<file path="config.mk">
export PLATFORM = sky130hd
export DESIGN_NAME = alu_op_sequencer
export DESIGN_NICKNAME = d
export VERILOG_FILES = /design/src/rtl/alu_op_sequencer.sv
export SDC_FILE = /design/constraint.sdc
export NUM_CORES = 1
export LEC_CHECK = 0
export CAP_MARGIN = 10
export CELL_PAD_IN_SITES_DETAIL_PLACEMENT = 0
export CELL_PAD_IN_SITES_GLOBAL_PLACEMENT = 2
export CORE_AREA = 2 2 118 120
export DETAILED_ROUTE_END_ITERATION = 16
export DIE_AREA = 0 0 120 122
export HOLD_SLACK_MARGIN = 0.06
export PLACE_DENSITY = 0.88
export SLEW_MARGIN = 20
export SYNTH_ARGS = -nofsm -noshare
export SYNTH_HDL_FRONTEND = slang
export SYNTH_SLANG_ARGS = --single-unit
export TNS_END_PERCENT = 5
</file>
<file path="constraint.sdc">
create_clock -name clk -period 6.9 [get_ports clk]
set_input_delay 0.69 -clock clk [delete_from_list [all_inputs] [get_ports clk]]
set_output_delay 0.69 -clock clk [all_outputs]
set_load 0.03 [all_outputs]
</file>
<file path="src/rtl/alu_op_sequencer.sv">
// rtl/alu_op_sequencer.sv - instruction FIFO and issue sequencer in front of a shared combinational ALU
// Each instruction is issued, given ALU_LAT cycles to settle, captured, and held until the consumer takes it.
module alu_op_sequencer #(
  parameter int DATA_W  = 8,
  parameter int OPC_W   = 3,
  parameter int DEPTH   = 4,
  parameter int ALU_LAT = 1
) (
  input  logic              clk,
  input  logic              rst,
  input  logic              in_valid,
  output logic              in_ready,
  input  logic [OPC_W-1:0]  in_opc,
  input  logic [DATA_W-1:0] in_op_a,
  input  logic [DATA_W-1:0] in_op_b,
  input  logic              in_use_acc,
  input  logic              in_clr_acc,
  output logic [OPC_W-1:0]  alu_opc,
  output logic [DATA_W-1:0] alu_op_a,
  output logic [DATA_W-1:0] alu_op_b,
  input  logic [DATA_W-1:0] alu_result,
  output logic              res_valid,
  input  logic              res_ready,
  output logic [DATA_W-1:0] res_data,
  output logic              busy
);

  localparam int PTR_W  = (DEPTH > 1) ? $clog2(DEPTH) : 1;
  localparam int CNT_W  = $clog2(DEPTH + 1);
  localparam int WAIT_W = (ALU_LAT > 1) ? $clog2(ALU_LAT) : 1;

  typedef struct packed {
    logic [OPC_W-1:0]  opc;
    logic [DATA_W-1:0] op_a;
    logic [DATA_W-1:0] op_b;
    logic              use_acc;
    logic              clr_acc;
  } entry_t;

  typedef enum logic [1:0] {
    S_IDLE  = 2'd0,
    S_ISSUE = 2'd1,
    S_WAIT  = 2'd2,
    S_DONE  = 2'd3
  } state_t;

  entry_t            mem_q [DEPTH];
  logic [PTR_W-1:0]  wr_ptr_q, wr_ptr_d;
  logic [PTR_W-1:0]  rd_ptr_q, rd_ptr_d;
  logic [CNT_W-1:0]  count_q, count_d;
  entry_t            cur_q, cur_d;
  logic [DATA_W-1:0] acc_q, acc_d;
  logic [WAIT_W-1:0] wait_q, wait_d;
  logic [OPC_W-1:0]  alu_opc_q, alu_opc_d;
  logic [DATA_W-1:0] alu_op_a_q, alu_op_a_d;
  logic [DATA_W-1:0] alu_op_b_q, alu_op_b_d;
  logic              res_valid_q, res_valid_d;
  logic [DATA_W-1:0] res_data_q, res_data_d;
  state_t            state_q, state_d;

  logic   push;
  logic   pop;
  logic   fifo_nempty;
  logic   do_issue;
  logic   do_capture;
  logic   do_accept;
  entry_t in_entry;

  assign fifo_nempty = (count_q != '0);
  assign in_ready    = (count_q != CNT_W'(DEPTH));
  assign push        = in_valid && in_ready;
  assign in_entry    = '{opc: in_opc, op_a: in_op_a, op_b: in_op_b,
                         use_acc: in_use_acc, clr_acc: in_clr_acc};

  // Storage carries no reset; occupancy is tracked solely by count_q.
  always_ff @(posedge clk) begin
    if (push) begin
      mem_q[wr_ptr_q] <= in_entry;
    end
  end

  always_comb begin
    wr_ptr_d = wr_ptr_q;
    rd_ptr_d = rd_ptr_q;
    count_d  = count_q;
    if (push) begin
      wr_ptr_d = wr_ptr_q + PTR_W'(1);
    end
    if (pop) begin
      rd_ptr_d = rd_ptr_q + PTR_W'(1);
    end
    case ({push, pop})
      2'b10:   count_d = count_q + CNT_W'(1);
      2'b01:   count_d = count_q - CNT_W'(1);
      default: count_d = count_q;
    endcase
  end

  always_ff @(posedge clk or posedge rst) begin
    if (rst) begin
      state_q <= S_IDLE;
    end else begin
      state_q <= state_d;
    end
  end

  always_comb begin
    state_d = state_q;
    case (state_q)
      S_IDLE:  if (fifo_nempty) state_d = S_ISSUE;
      S_ISSUE: state_d = S_WAIT;
      S_WAIT:  if (wait_q == '0) state_d = S_DONE;
      S_DONE:  if (res_ready) state_d = fifo_nempty ? S_ISSUE : S_IDLE;
      default: state_d = S_IDLE;
    endcase
  end

  always_comb begin
    pop        = 1'b0;
    do_issue   = 1'b0;
    do_capture = 1'b0;
    do_accept  = 1'b0;
    case (state_q)
      S_IDLE:  pop = fifo_nempty;
      S_ISSUE: do_issue = 1'b1;
      S_WAIT:  do_capture = (wait_q == '0);
      S_DONE: begin
        do_accept = res_ready;
        pop       = res_ready && fifo_nempty;
      end
      default: pop = 1'b0;
    endcase
  end

  // Accumulator update reads cur_q before a same-cycle pop replaces it.
  always_comb begin
    cur_d       = cur_q;
    acc_d       = acc_q;
    wait_d      = wait_q;
    alu_opc_d   = alu_opc_q;
    alu_op_a_d  = alu_op_a_q;
    alu_op_b_d  = alu_op_b_q;
    res_valid_d = res_valid_q;
    res_data_d  = res_data_q;
    if (pop) begin
      cur_d = mem_q[rd_ptr_q];
    end
    if (do_issue) begin
      alu_opc_d  = cur_q.opc;
      alu_op_a_d = cur_q.use_acc ? acc_q : cur_q.op_a;
      alu_op_b_d = cur_q.op_b;
      wait_d     = WAIT_W'(ALU_LAT - 1);
    end
    if (state_q == S_WAIT && wait_q != '0) begin
      wait_d = wait_q - WAIT_W'(1);
    end
    if (do_capture) begin
      res_data_d  = alu_result;
      res_valid_d = 1'b1;
    end
    if (do_accept) begin
      res_valid_d = 1'b0;
      acc_d       = cur_q.clr_acc ? '0 : res_data_q;
    end
  end

  always_ff @(posedge clk or posedge rst) begin
    if (rst) begin
      wr_ptr_q    <= '0;
      rd_ptr_q    <= '0;
      count_q     <= '0;
      cur_q       <= '0;
      acc_q       <= '0;
      wait_q      <= '0;
      alu_opc_q   <= '0;
      alu_op_a_q  <= '0;
      alu_op_b_q  <= '0;
      res_valid_q <= 1'b0;
      res_data_q  <= '0;
    end else begin
      wr_ptr_q    <= wr_ptr_d;
      rd_ptr_q    <= rd_ptr_d;
      count_q     <= count_d;
      cur_q       <= cur_d;
      acc_q       <= acc_d;
      wait_q      <= wait_d;
      alu_opc_q   <= alu_opc_d;
      alu_op_a_q  <= alu_op_a_d;
      alu_op_b_q  <= alu_op_b_d;
      res_valid_q <= res_valid_d;
      res_data_q  <= res_data_d;
    end
  end

  assign alu_opc   = alu_opc_q;
  assign alu_op_a  = alu_op_a_q;
  assign alu_op_b  = alu_op_b_q;
  assign res_valid = res_valid_q;
  assign res_data  = res_data_q;
  assign busy      = (state_q != S_IDLE) || fifo_nempty;

endmodule

</file>
# --- After elaboration in Yosys (flattened, before gate mapping) ---
# Memory sizes are Yosys's and may differ from the RTL's. A register that Yosys moved wholly into a read port is not among the register bits.
# Index checks and enable logic that the tools add are counted.
word_totals:
  memories: 1
  word_cells: 56
  ff_bits: 46
  in_bits: 33
  ramBits: 84
op_classes:
  addsub: 5
  n_eq_ne: 9
  muxes: 18
  n_reduce_logical: 11
  bitwise: 1
memory_table:
  columns: ["name", "words", "word_bits", "rd", "rd_clocked_by_memory_dff", "wr", "line_no", "source"]
  rows:
  - ["mem_q", 4, 21, 1, 1, 1, "47", "entry_t mem_q [DEPTH];"]
ops:
  columns: ["operator", "n"]
  rows:
  - ["$mux W8", 2]
  - ["$mux W1", 10]
  - ["$pmux W2 S4", 1]
  - ["$reduce_bool A2 Y1", 4]
  - ["$eq A2 B2 Y1 const B", 3]
  - ["$mux W2", 3]
  - ["$ne A2 B2 Y1 const B", 3]
  - ["$pmux W3 S2", 1]
  - ["$add A2 B1 Y2 const B", 2]
  - ["$eq A2 B1 Y1 const B", 2]
  - ["$add A3 B1 Y3 const B", 1]
  - ["$logic_and A1 B1 Y1", 3]
  - ["$ne A3 B3 Y1 const B", 1]
  - ["$reduce_and A3 Y1", 1]
  - ["$reduce_bool A3 Y1", 1]
  - ["$sub A3 B1 Y3 const B", 1]
  - ["$logic_not A2 Y1", 1]
  - ["$pmux W1 S2", 1]
  - ["$logic_or A1 B1 Y1", 1]
  - ["$not A1 Y1", 1]
  - ["$sub A1 B1 Y1 const B", 1]

# --- Longest topological paths before layout ---
logic_depth:
  word_depth: 5
  mapped_depth: 11
  mapped_depth_nobuf: 10

# --- Worst setup path before layout ---
# OpenSTA, ideal clock, no wires.
synth_timing:
  path_kind: "register to register"
  startpoint: "reg state_q[0]"
  endpoint: "reg count_q[2]"
  slack_ns: 4.573
  path_buffers: 1
  setup_time_ns: 0.079
  arrival_ns: 2.248
  stages_incl_launch_ff: 11
  cell_sequence: "dfrtp_1 > inv_1 > ha_1 > nor3_4 > buf_4 > ha_1 > inv_1 > fa_1 > xor2_1 > nor2_1 > xor2_1"
synth_via:
  elab_chain_len: 4
synth_lines:
  columns: ["item", "line_no", "source"]
  rows:
  - ["start, declared", "59", "state_t state_q, state_d;"]
  - ["start signal, assigned", "103", "state_q <= state_d;"]
  - ["$eq A2 B2 Y1 / $logic_not A2 Y1 (equally long branches)", "123", "case (state_q)"]
  - ["$pmux W1 S2 (*)", "123", null]
  - ["via pop", "62", "logic pop;"]
  - ["$eq A2 B1 Y1 / $eq A2 B2 Y1 (equally long branches)", "92", "case ({push, pop})"]
  - ["$pmux W3 S2 / $reduce_bool A2 Y1 (equally long branches)", null, null]
  - ["end signal, assigned", "183", "count_q <= count_d;"]
  - ["end, declared", "50", "logic [CNT_W-1:0] count_q, count_d;"]
# The timed path passes the listed nets; every way through them passes the cells marked *.
# A chain may end at the register's enable or synchronous reset.

# --- Worst setup path after layout ---
layout_timing:
  startpoint: "reg state_q[0]"
  endpoint: "out busy"
layout_via:
  elab_chain_len: 2
layout_lines:
  columns: ["item", "line_no", "source"]
  rows:
  - ["$reduce_bool A2 Y1", "200", "assign busy = (state_q != S_IDLE) || fifo_nempty;"]
  - ["$logic_or A1 B1 Y1", "200", null]
  - ["end, declared", "25", "output logic busy"]
# No other way between the ends.

==> metrics.yaml <==
yosys:
  synth_area_leaders: "edfxtp_1 (43%), dfrtp_1 (28%), mux4_2 (8.0%)"
  syn_area_um2: 5910
  synth_cell_type_count: 35
  syn-instance-count: 326
  synth_largest_area_cell: "edfxtp_1"
  ys_warn_count: 0
  syn_avg_cell_area_um2: 18.1
  ys_seq_area_frac: 0.710
  netlist.area_leader.share: 0.426
  ys_seq_elements: 151
  synth_fp_nets: 370
clock_network:
  cts_sinks: 151
  cts_tree: "yes"
  path_clk_slew_ps: 60
  hold_buffers: 0
  clockBufferDepth: 2
  htree_num_levels: 4
  insertion_delay_ps: 410
  postCtsResizedCells: 0
  cts_setup_buffers: 0
  root_buffer: "clkbuf_16"
  cts_buffers: 17
route:
  drtIter0Drc: 160
  ant_nets: 0
  vias_per_cell: 4.98
  dr.pass1.iters: 4
  vias: 2944
  wl_mm: 10.0
  drc: 0
  wl_per_cell_um: 16.9
worst_setup_path:
  crit_type: "flip-flop to output port"
  worst_ep_required_time_ps: 6210
  max_stage_delay_ps: 610
  cp.arrival_ps: 2260
  crit_fanout: 5
  slowest_stage: "clkdlybuf4s50_1"
  worst_setup_path_start_kind: "flip-flop"
  endpoint_kind: "output port"
  crit_chain: "inv_1 > ha_1 > or4b_4 > clkdlybuf4s50_1"
layout:
  num-nets-final: 442
  instances_no_fill: 591
  antenna_cells: 0
  utilization: 0.539
  syn_to_final_growth_pct: 23.1
  final_common_cell: "edfxtp_1"
  num-fill-cells: 1036
  layout-drive-gt1-share: 0.268
  final_cell_mix: "edfxtp_1 (84), dfrtp_1 (67), clkdlybuf4s50_1 (62)"
  stdcell_area_um2: 7280
placed_design:
  postPlaceCellArea_um2: 6710
  port_buffers: 62
  place_congestion: 0.686
  post-place-ws_ps: 3390
  dp_hpwl_mm: 6.32
  placed_cells: 558
grt:
  grtUsageTotal: 0.150
  antenna_found_initial: 0
  grt_pass1_vias: 3030
  overflow: 0
  grt_pass1_wl_mm: 16.4
  grt_max_degree: 68
run:
  maxCapViolations: 0
power:
  p_leak_nw: 2.73
  power_density_nw_per_um2: 488
  vdd_ir_drop_max_v: 0.000239
  power_mw: 3.55
sta:
  hold_violations: 0
  skew_ps: 7.01
  min_period_ps: 2950
  slew_headroom: 0.313
  setup_viol: 0
  worst_slew_pin_slew_ps: 1030
  worst_slack_ps: 3950
  drv_slew: 0
  hold_ws_ps: 488
  period_share: 0.428
  tns_ps: 0
  max_freq_mhz: 339
  rsz0062_at_grt: "no"
die:
  start_util: 0.438
  die_y_um: 122
  pin_count: 63
  num_rows: 43
  core_um2: 13500
  die_w_um: 120
  dieArea_um2: 14600
worst_hold_path:
  hp-class: "flip-flop to flip-flop"
outcome:
  status: "finished clean"
-- per-layer routing --
layer	track usage	up-vias	share of wire
met5	0	-	0
met4	0.0596	0	0.015
met3	0.0375	12	0.039
met2	0.255	60	0.53
met1	0.187	1501	0.42
li1	-	1371	-
-- layout make-up --
class	count	area [um^2]	share of cell area
Clock buffer	17	425	0.0584
Multi-Input combinational cell	152	1610	0.221
Timing Repair Buffer	66	658	0.0904
Sequential cell	151	4200	0.577
Tap cell	180	225	0.0309
Inverter	10	37.5	0.00516
Clock inverter	15	123	0.0168
-- registers in the layout, summed over array words and instances, names as in the netlist --
name and count:
wait_q 1, cur_q 21, alu_op_a 8, alu_op_b 8, res_data 8, rd_ptr_q 2
wr_ptr_q 2, res_valid 1, acc_q 8, state_q 2, alu_opc 3, count_q 3
mem_q 84
-- cell families after synthesis --
logic type      after synthesis  share of synthesized area
flops                       151                      0.710
mux                          72                      0.176
simple gates                 43                     0.0438
buf+inv                      23                     0.0184
compound gates               20                     0.0186
fa+ha+maj                    11                     0.0245
xor+xnor                      6                    0.00889
-- critical path, delay by kind of cell, from the launching register on --
family	cells	cell delay (ps)
buffers and inverters	2	740
AND/OR/NAND/NOR	1	480
flip-flops	1	430
adder cells (fa/ha/maj)	1	190
-- cells in the mapped netlist (all sizes together) --
cell type	number
a21oi	9
a41oi	2
and2	1
and3	5
buf	7
clkbuf	6
dfrtp	67
edfxtp	84
fa	1
ha	10
inv	10
mux2	42
mux2i	9
mux4	21
nand2	10
nand2b	10
nor2	9
nor2b	1
nor3	2
nor3b	1
nor4b	1
o21a	1
o21ai	8
or2	1
or3b	1
or4b	1
xnor2	2
xor2	4
-- power breakdown --
group | leakage (nW) | switching (mW) | internal (mW)
combinational | 0.904 | 0.590 | 0.634
sequential | 1.56 | 0.215 | 1.27
clock | 0.268 | 0.372 | 0.469
-- worst paths after layout --
kind                            cells past startpoint  slack (ps)                 endpoint                   start
worst min register to register                      2         490     acc_q[0]$_DFFE_PP0P_    acc_q[0]$_DFFE_PP0P_
max in group asynchronous                           3        5480     cur_q[9]$_DFFE_PP0P_                     rst
worst min-delay path                                2         490     acc_q[0]$_DFFE_PP0P_    acc_q[0]$_DFFE_PP0P_
worst max-delay path                                4        3950                     busy  state_q[0]$_DFFE_PP0P_
min in group asynchronous                           3         840  alu_op_b[4]$_DFFE_PP0P_                     rst
worst max register to register                      9        4260   count_q[2]$_DFFE_PP0P_  state_q[0]$_DFFE_PP0P_
Note: power is estimated with default switching activity, not from simulation.
